==> src/rtl/pipeline_ctrl_pkg.sv <==
// Shared types and constants for the pipeline stall/flush sequencer.
package pipeline_ctrl_pkg;

   typedef enum logic [1:0] {
      INIT     = 2'd0,
      RUN      = 2'd1,
      MEM_WAIT = 2'd2,
      ERROR    = 2'd3
   } state_t;

   localparam int DEF_INIT_CYCLES = 3;
   localparam int DEF_MAX_WAIT    = 255;
   localparam int DEF_CNT_W       = 16;

   localparam logic [4:0] REG_ZERO = 5'd0;

   // Width needed to hold 0..max_val, never less than one bit.
   function automatic int cnt_width(input int max_val);
      return (max_val < 2) ? 1 : $clog2(max_val + 1);
   endfunction

endpackage

==> src/rtl/pipeline_hazard_ctrl_sat_counter.sv <==
// Saturating up-counter; sticks at all-ones instead of wrapping.
module sat_counter #(
   parameter int W = 16
) (
   input  logic         clk,
   input  logic         rst_n,
   input  logic         inc,
   output logic [W-1:0] count
);

   logic [W-1:0] count_r;

   // Count enabled events, holding at the maximum value.
   always_ff @(posedge clk or negedge rst_n) begin
      if (!rst_n) begin
         count_r <= {W{1'b0}};
      end else if (inc && (count_r != {W{1'b1}})) begin
         count_r <= count_r + W'(1'b1);
      end
   end

   assign count = count_r;

endmodule

==> src/rtl/pipeline_hazard_ctrl.sv <==
// Stall/flush sequencer for the five-stage pipeline: post-reset flush,
// load-use bubbles, taken-branch squash and data-memory wait handling.
module pipeline_hazard_ctrl
   import pipeline_ctrl_pkg::*;
#(
   parameter int INIT_CYCLES = DEF_INIT_CYCLES,
   parameter int MAX_WAIT    = DEF_MAX_WAIT,
   parameter int CNT_W       = DEF_CNT_W
) (
   input  logic             clk,
   input  logic             rst_n,
   input  logic [4:0]       id_rs,
   input  logic [4:0]       id_rt,
   input  logic [4:0]       ex_rt,
   input  logic             ex_mem_read,
   input  logic             mem_branch,
   input  logic             mem_zf,
   input  logic             mem_read,
   input  logic             mem_write,
   input  logic             dmem_ready,
   output logic             dmem_req,
   output logic             pc_en,
   output logic             ifid_en,
   output logic             idex_en,
   output logic             exmem_en,
   output logic             memwb_en,
   output logic             ifid_flush,
   output logic             idex_flush,
   output logic             exmem_flush,
   output logic             memwb_flush,
   output logic             pc_sel_branch,
   output logic             err,
   output logic [CNT_W-1:0] stall_cnt,
   output logic [CNT_W-1:0] flush_cnt
);

   localparam int INIT_W = cnt_width(INIT_CYCLES);
   localparam int WAIT_W = cnt_width(MAX_WAIT);

   state_t              state_r;
   state_t              state_s;
   logic [INIT_W-1:0]   init_cnt_r;
   logic [WAIT_W-1:0]   wait_cnt_r;
   logic [WAIT_W-1:0]   wait_inc_s;
   logic                err_r;
   logic                mem_acc_s;
   logic                branch_s;
   logic                load_use_s;
   logic                advance_s;
   logic                stall_inc_s;

   assign mem_acc_s  = mem_read | mem_write;
   assign branch_s   = mem_branch & mem_zf;
   assign load_use_s = ex_mem_read && (ex_rt != REG_ZERO) &&
                       ((ex_rt == id_rs) || (ex_rt == id_rt));
   // In MEM_WAIT the access is already outstanding, so only ready matters.
   assign advance_s  = (state_r == MEM_WAIT) ? dmem_ready : (!mem_acc_s || dmem_ready);
   assign wait_inc_s = wait_cnt_r + WAIT_W'(1'b1);

   // State register.
   always_ff @(posedge clk or negedge rst_n) begin
      if (!rst_n) begin
         state_r <= INIT;
      end else begin
         state_r <= state_s;
      end
   end

   // Next-state selection.
   always_comb begin
      state_s = state_r;
      case (state_r)
         INIT: begin
            if (init_cnt_r <= INIT_W'(1'b1)) state_s = RUN;
            else                             state_s = INIT;
         end
         RUN: begin
            if (mem_acc_s && !dmem_ready) state_s = MEM_WAIT;
            else                          state_s = RUN;
         end
         MEM_WAIT: begin
            if (dmem_ready)                           state_s = RUN;
            else if (wait_inc_s == WAIT_W'(MAX_WAIT)) state_s = ERROR;
            else                                      state_s = MEM_WAIT;
         end
         ERROR:   state_s = ERROR;
         default: state_s = INIT;
      endcase
   end

   // Init down-counter, per-wait counter and sticky error flag.
   always_ff @(posedge clk or negedge rst_n) begin
      if (!rst_n) begin
         init_cnt_r <= INIT_W'(INIT_CYCLES);
         wait_cnt_r <= {WAIT_W{1'b0}};
         err_r      <= 1'b0;
      end else begin
         if ((state_r == INIT) && (init_cnt_r != {INIT_W{1'b0}})) begin
            init_cnt_r <= init_cnt_r - INIT_W'(1'b1);
         end
         if (state_r == MEM_WAIT) wait_cnt_r <= wait_inc_s;
         else                     wait_cnt_r <= {WAIT_W{1'b0}};
         if (state_s == ERROR) err_r <= 1'b1;
      end
   end

   // Enables, flushes and request from state plus current hazards.
   always_comb begin
      dmem_req      = 1'b0;
      pc_en         = 1'b1;
      ifid_en       = 1'b1;
      idex_en       = 1'b1;
      exmem_en      = 1'b1;
      memwb_en      = 1'b1;
      ifid_flush    = 1'b0;
      idex_flush    = 1'b0;
      exmem_flush   = 1'b0;
      memwb_flush   = 1'b0;
      pc_sel_branch = 1'b0;
      case (state_r)
         INIT: begin
            pc_en       = 1'b0;
            ifid_flush  = 1'b1;
            idex_flush  = 1'b1;
            exmem_flush = 1'b1;
            memwb_flush = 1'b1;
         end
         RUN, MEM_WAIT: begin
            dmem_req = (state_r == MEM_WAIT) || mem_acc_s;
            if (!advance_s) begin
               pc_en       = 1'b0;
               ifid_en     = 1'b0;
               idex_en     = 1'b0;
               exmem_en    = 1'b0;
               memwb_en    = 1'b0;
               memwb_flush = 1'b1;
            end else if (branch_s) begin
               pc_sel_branch = 1'b1;
               ifid_flush    = 1'b1;
               idex_flush    = 1'b1;
               exmem_flush   = 1'b1;
            end else if (load_use_s) begin
               pc_en      = 1'b0;
               ifid_en    = 1'b0;
               idex_flush = 1'b1;
            end else begin
               pc_sel_branch = 1'b0;
            end
         end
         default: begin
            pc_en    = 1'b0;
            ifid_en  = 1'b0;
            idex_en  = 1'b0;
            exmem_en = 1'b0;
            memwb_en = 1'b0;
         end
      endcase
   end

   assign stall_inc_s = !pc_en && ((state_r == RUN) || (state_r == MEM_WAIT));
   assign err         = err_r;

   sat_counter #(.W(CNT_W)) u_stall_cnt (
      .clk   (clk),
      .rst_n (rst_n),
      .inc   (stall_inc_s),
      .count (stall_cnt)
   );

   sat_counter #(.W(CNT_W)) u_flush_cnt (
      .clk   (clk),
      .rst_n (rst_n),
      .inc   (pc_sel_branch),
      .count (flush_cnt)
   );

endmodule

==> config.mk <==
export PLATFORM = sky130hd
export DESIGN_NAME = pipeline_hazard_ctrl
export DESIGN_NICKNAME = d
export VERILOG_FILES = /design/src/rtl/pipeline_ctrl_pkg.sv /design/src/rtl/pipeline_hazard_ctrl_sat_counter.sv /design/src/rtl/pipeline_hazard_ctrl.sv
export SDC_FILE = /design/constraint.sdc
export NUM_CORES = 1
export LEC_CHECK = 0
export ABC_AREA = 1
export CORE_MARGIN = 10
export CORE_UTILIZATION = 45
export DETAILED_ROUTE_END_ITERATION = 6
export HOLD_SLACK_MARGIN = 0.06
export PLACE_DENSITY = 0.73
export REMOVE_ABC_BUFFERS = 1
export SYNTH_ARGS = -nofsm -noshare
export SYNTH_HDL_FRONTEND = slang
export SYNTH_SLANG_ARGS = --single-unit
==> constraint.sdc <==
create_clock -name clk -period 3.6 [get_ports clk]
set_clock_uncertainty 0.05 [all_clocks]
set_input_delay 0.36 -clock clk [delete_from_list [all_inputs] [get_ports clk]]
set_output_delay 0.36 -clock clk [all_outputs]
set_load 0.02 [all_outputs]
## Word level (Yosys, flattened, before mapping)

Cells that the tools add are included.
Widths: inputs -> output; s select.

- RAM bits: 0
- Input bits: 23
- Memories: 0
- Latch bits: 0
- Bits in read-only memories: 0
- Logic and storage cells: 65
- Flip-flop bits (word level): 45

- Shifts and indexed selects: 0
- Add/sub/neg operators: 4
- Reductions and logical operators: 18
- Equality and inequality tests: 9
- Bitwise gates (word level): 2
- Muxes and demuxes: 25
- Order comparisons: 1
- $mul: 0
- Div/mod/pow operators: 0

Operators by type and width:

| cell | count |
|---|---|
| $add 16x1->16 const B | 2 |
| $ne 16x16->1 const B | 2 |
| $mux 1 | 16 |
| $eq 5x5->1 | 2 |
| $pmux 1 s2 | 5 |
| $add 8x1->8 const B | 1 |
| $eq 8x8->1 const B | 1 |
| $mux 8 | 1 |
| $pmux 2 s4 | 1 |
| $logic_and 1x1->1 | 7 |
| $eq 2x2->1 const B | 3 |
| $reduce_bool 5->1 | 1 |
| $logic_or 1x1->1 | 4 |
| $mux 2 | 2 |
| $logic_not 1->1 | 3 |
| $eq 2x1->1 const B | 1 |
| $le 2x1->1 const B | 1 |
| $logic_not 2->1 | 1 |
| $reduce_bool 2->1 | 1 |
| $reduce_or 2->1 | 1 |
| $sub 2x1->2 const B | 1 |
| $and 1x1->1 | 1 |
| $or 1x1->1 | 1 |

## Depth between registers and ports, before layout

- Depth in word-level cells: 10
- Mapped depth: 12
- Depth with buffers taken out: 11

## Hierarchy

Synthesis repeated with hierarchy kept, for this count alone.

- Cell total of the unflattened synthesis: 463
- Area total of the unflattened synthesis: 3225.6 um^2

By module, submodules not included:

| module | instances | area each (um^2) | cells each |
|---|---|---|---|
| sat_counter (u_stall_cnt) | 1 | 1107.3 | 150 |
| pipeline_hazard_ctrl | 1 | 1059.8 | 164 |
| sat_counter (u_flush_cnt) | 1 | 1058.5 | 149 |

## Worst setup path after synthesis

OpenSTA, ideal clock, no wires.

- Path type: reg-to-output
- Start point: reg state_r[0]
- End point: out idex_en
- Data arrival time: 1.694 ns
- Buffers on the path: 1
- Required time: 3.190 ns
- Cell stages (with the launch flop): 9
- Slack: 1.496 ns
- Path through: dfrtp_1 inv_1 ha_1 clkinv_2 nor2_2 nor2_4 nand2_4 a21oi_1 buf_4

- Word-level cells in the longest chain between the ends: 4
- Elaborated cells between the ends (all ways): 7
- Those cells by class: eq/ne (2); mux (3); reduce/logical (2)

RTL lines:

| what | line | text |
|---|---|---|
| from (decl) | pipeline_hazard_ctrl.sv:40 | `state_t state_r;` |
| from (signal assigned) | pipeline_hazard_ctrl.sv:65 | `state_r <= state_s;` |
| $eq 2x2->1 | -- |  |
| $mux 1 | pipeline_hazard_ctrl.sv:57 | `assign advance_s = (state_r == MEM_WAIT) ? dmem_ready : (!mem_acc_s \|\| dmem_ready);` |
| $mux 1 | -- |  |
| $pmux 1 s2 * | -- |  |
| to (decl) | pipeline_hazard_ctrl.sv:24 | `output logic idex_en,` |

Mark *: on every way between the ends. The rest lies on a longest branch, timed or not.

## Worst setup path after layout

- Start point: reg state_r[0]
- End point: out idex_flush

- Word-level cells in the longest chain between the ends: 4
- Elaborated cells between the ends (all ways): 7
- Those cells by class: eq/ne (2); mux (3); reduce/logical (2)

RTL lines:

| what | line | text |
|---|---|---|
| $eq 2x2->1 | pipeline_hazard_ctrl.sv:57, pipeline_hazard_ctrl.sv:120 |  |
| $mux 1 | pipeline_hazard_ctrl.sv:57 |  |
| $mux 1 | pipeline_hazard_ctrl.sv:130 | `if (!advance_s) begin` |
| $pmux 1 s2 * | pipeline_hazard_ctrl.sv:120 | `case (state_r)` |
| to (decl) | pipeline_hazard_ctrl.sv:28 | `output logic idex_flush,` |

Marks and branches as above.

==> summary.md <==
| Metric | Value |
|---|---|
| Slew margin rel. | `34.89%` |
| PostCTS Resize Cnt | `0` |
| Drt pass-1 iters | `6` |
| Tot GR Track Use | `13.02%` |
| Fraction of layout cells with a size suffix above 1 | `11.21%` |
| DR WL/cell | `12.74 um` |
| Final setup vio count | `0` |
| Area growth, synth to finish | `27.16%` |
| Cts hold-fix bufs | `0` |
| Top routing layer in use | `met4` |
| Ratio of final minimum period to clock period | `78.11%` |
| Setup bufs post-CTS | `0` |
| Final critical-path required period | `2.812 ns` |
| DRT antenna net count | `0` |
| Max-cap check violation count | `0` |
| Pin count of the biggest net entering global routing | `46` |
| Initial core utilization | `46.75%` |
| Commonest cells after routing, fill and taps aside | `99 x nand2_1, 65 x clkdlybuf4s50_1, 43 x inv_1, 43 x dfrtp_1, 36 x nor2_1` |
| NumNets Final | `478` |
| Via count | `2,650` |
| R2r endpoint | `u_flush_cnt.count[10]` |
| Routed vias/inst | `5.067` |
| Die area | `10,290 um^2` |
| Global placement routability congestion | `0.9176` |
| Cell taking the most area after synthesis | `dfrtp_1` |
| Worst hold path class | `primary input to async pin` |
| CTS tree | `yes` |
| Chip width | `101.5 um` |
| Setup CP Type | `flop to primary output` |
| Vias in the first global route | `2,480` |
| Synth area leaders | `dfrtp_1 36%, nand2_1 12%, xor2_1 5.9%` |
| Synth warn | `0` |
| Launch point of the worst reg-to-reg path | `state_r[0]` |
| Area share of the largest cell type after synthesis | `36.04%` |
| 1st-iter DRT viols | `115` |
| Reg2reg setup slack | `1.59 ns` |
| Global-route wire length before repair | `11,180 um` |
| Chip height | `101.5 um` |
| Critical Path RT | `3.19 ns` |
| Core area | `6386 um^2` |
| Met3 WL post-DR | `490 um` |
| Endpoint type of the worst setup path | `primary output` |
| Avg Cell Area, Syn | `7.856 um^2` |
| Port Buffers | `66` |
| CTS clk-pin slew, worst paths | `0.08 ns` |
| Metal-1 WL | `2828 um` |
| Clk root buf | `clkbuf_8` |
| #FFs+latches synth | `45` |
| Worst-Skew Late Latency | `0.29 ns` |
| Worst R2R Path Depth | `11` |
| Num CTS Buffers | `5` |
| Fmax | `355.6 MHz` |
| Max Slew Vio Count | `0` |
| Worst EP arrival | `2.40 ns` |
| Unrepaired setup endpoints after global routing | `false` |
| Clock Sinks | `45` |
| I/O pins | `67` |
| Initial antenna violation count | `0` |
| Lkg Pwr | `1.837 nW` |
| Cells after Synth | `380` |
| Post-synth cell types | `37` |
| # rows | `29` |
| Metal2 WL | `3270 um` |
| Commonest non-fill, non-tap cell in the layout | `nand2_1` |
| H-tree Lvls | `2` |
| Pwr dens | `545.9 nW/um^2` |
| Setup TNS | `0 ns` |
| Antenna cell count | `0` |
| Tightest Pin Transition | `0.9767 ns` |
| GRT Residual Overflow | `0` |
| Seq/Total Area, Yosys | `37.80%` |
| Hold_ws | `0.1707 ns` |
| Final Hold Violating Endpoints | `0` |
| Status | `finished clean` |
| Final setup margin | `0.7879 ns` |
| Total power | `2.072 mW` |
| Peak VDD IR | `0.6745 mV` |
| Fillers | `607` |
| Placed wire-length estimate | `5192 um` |
| Worst Path Max Fanout | `10` |
| Drt drc | `0` |
| Placement Setup Slack | `0.9826 ns` |
| Startpoint Class | `flop` |
| Final WL | `6664 um` |
| Max clock buf depth | `2` |
| Post-Syn Area | `2985 um^2` |
==> critical path, stage by stage, from the launching register on <==
cell             delay [ns]
dfrtp_1                0.41
inv_1                  0.09
ha_1                   0.19
clkinv_2               0.15
nor2_2                 0.21
nor2_4                 0.08
nand2_4                0.10
nor2_8                 0.04
o21ai_0                0.22
nand2_1                0.08
clkdlybuf4s50_1        0.54
==> cell families (layout without fill, tap and decap cells) <==
family	Yosys count	after routing	synth area share (%)
AOI/OAI and AO/OA	17	17	3.060
DFF	45	45	37.80
and+or+nand+nor	214	214	36.09
xor gates and xnor gates	34	34	10.23
adders and majority gates	10	10	4.191
buffers and inverters	60	126	8.633
==> synth_stat cells <==
library cell,number
nand2_1,99
dfrtp_1,43
inv_1,43
nor2_1,36
nand4_1,22
xor2_1,20
nand3_1,18
xnor2_1,13
nand2_2,12
ha_1,10
nor3_1,8
o21ai_0,8
a21oi_1,6
inv_2,6
buf_4,4
nand2_4,3
nor2_4,3
a31oi_1,2
buf_6,2
dfstp_2,2
nand3_2,2
nor2_2,2
nor3_4,2
a21oi_2,1
buf_1,1
buf_2,1
clkbuf_1,1
clkinv_1,1
clkinv_2,1
nand3_4,1
nand3b_1,1
nand4_4,1
nor2_8,1
nor3_2,1
nor3b_2,1
or2_2,1
xnor2_2,1
==> power breakdown <==
| group | total [mW] | switching [mW] | internal, mW |
|---|---|---|---|
| clock network | 0.389 | 0.162 | 0.226 |
| registers | 0.681 | 0.101 | 0.579 |
| logic | 1.00 | 0.579 | 0.423 |
==> layer usage <==
metal / vias up / GRT usage [%]
met5: - / 0
met4: 0 / 4.394
met3: 8 / 3.812
met2: 63 / 22.27
met1: 1244 / 15.18
li1: 1335 / -
==> worst max-delay path by stage <==
| stage | start | endpoint | slack (ns) | cells after the start |
|---|---|---|---|---|
| after global placement | mem_read | exmem_flush | 1.03 | 9 |
| after floorplan | state_r[0] | exmem_en | 1.09 | 4 |
| after global routing | state_r[0] | idex_flush | 0.57 | 10 |
| after CTS | state_r[0] | idex_flush | 0.76 | 10 |
| final | state_r[0] | idex_flush | 0.79 | 10 |
| after detailed placement | mem_read | idex_flush | 0.98 | 9 |
==> sequential cells by signal, summed over array words and instances, names as in the netlist <==
| register | cells |
|---|---|
| u_flush_cnt.count | 16 |
| state_r | 2 |
| wait_cnt_r | 8 |
| err | 1 |
| init_cnt_r | 2 |
| u_stall_cnt.count | 16 |
==> stage by stage <==
stage | util (%) | instances | area [um^2]
after detailed placement | 57.62 | 515 | 3680
after CTS | 59.44 | 523 | 3796
final | 59.44 | 523 | 3796
after global placement | 57.62 | 515 | 3680
after floorplan | - | 371 | 2920
after global routing | 59.44 | 523 | 3796
==> area by class of cell <==
cell class | instances | area, um^2 | area share [%]
clock buffers | 7 | 86.33 | 2.274
repair buffers | 67 | 663.1 | 17.47
flip-flops and latches | 45 | 1129 | 29.73
clock inverters | 1 | 30.03 | 0.7910
inverters | 51 | 192.7 | 5.076
multi-input cells | 275 | 1599 | 42.12
well taps | 77 | 96.34 | 2.538
No activity file was read; power rests on OpenSTA's default activity.
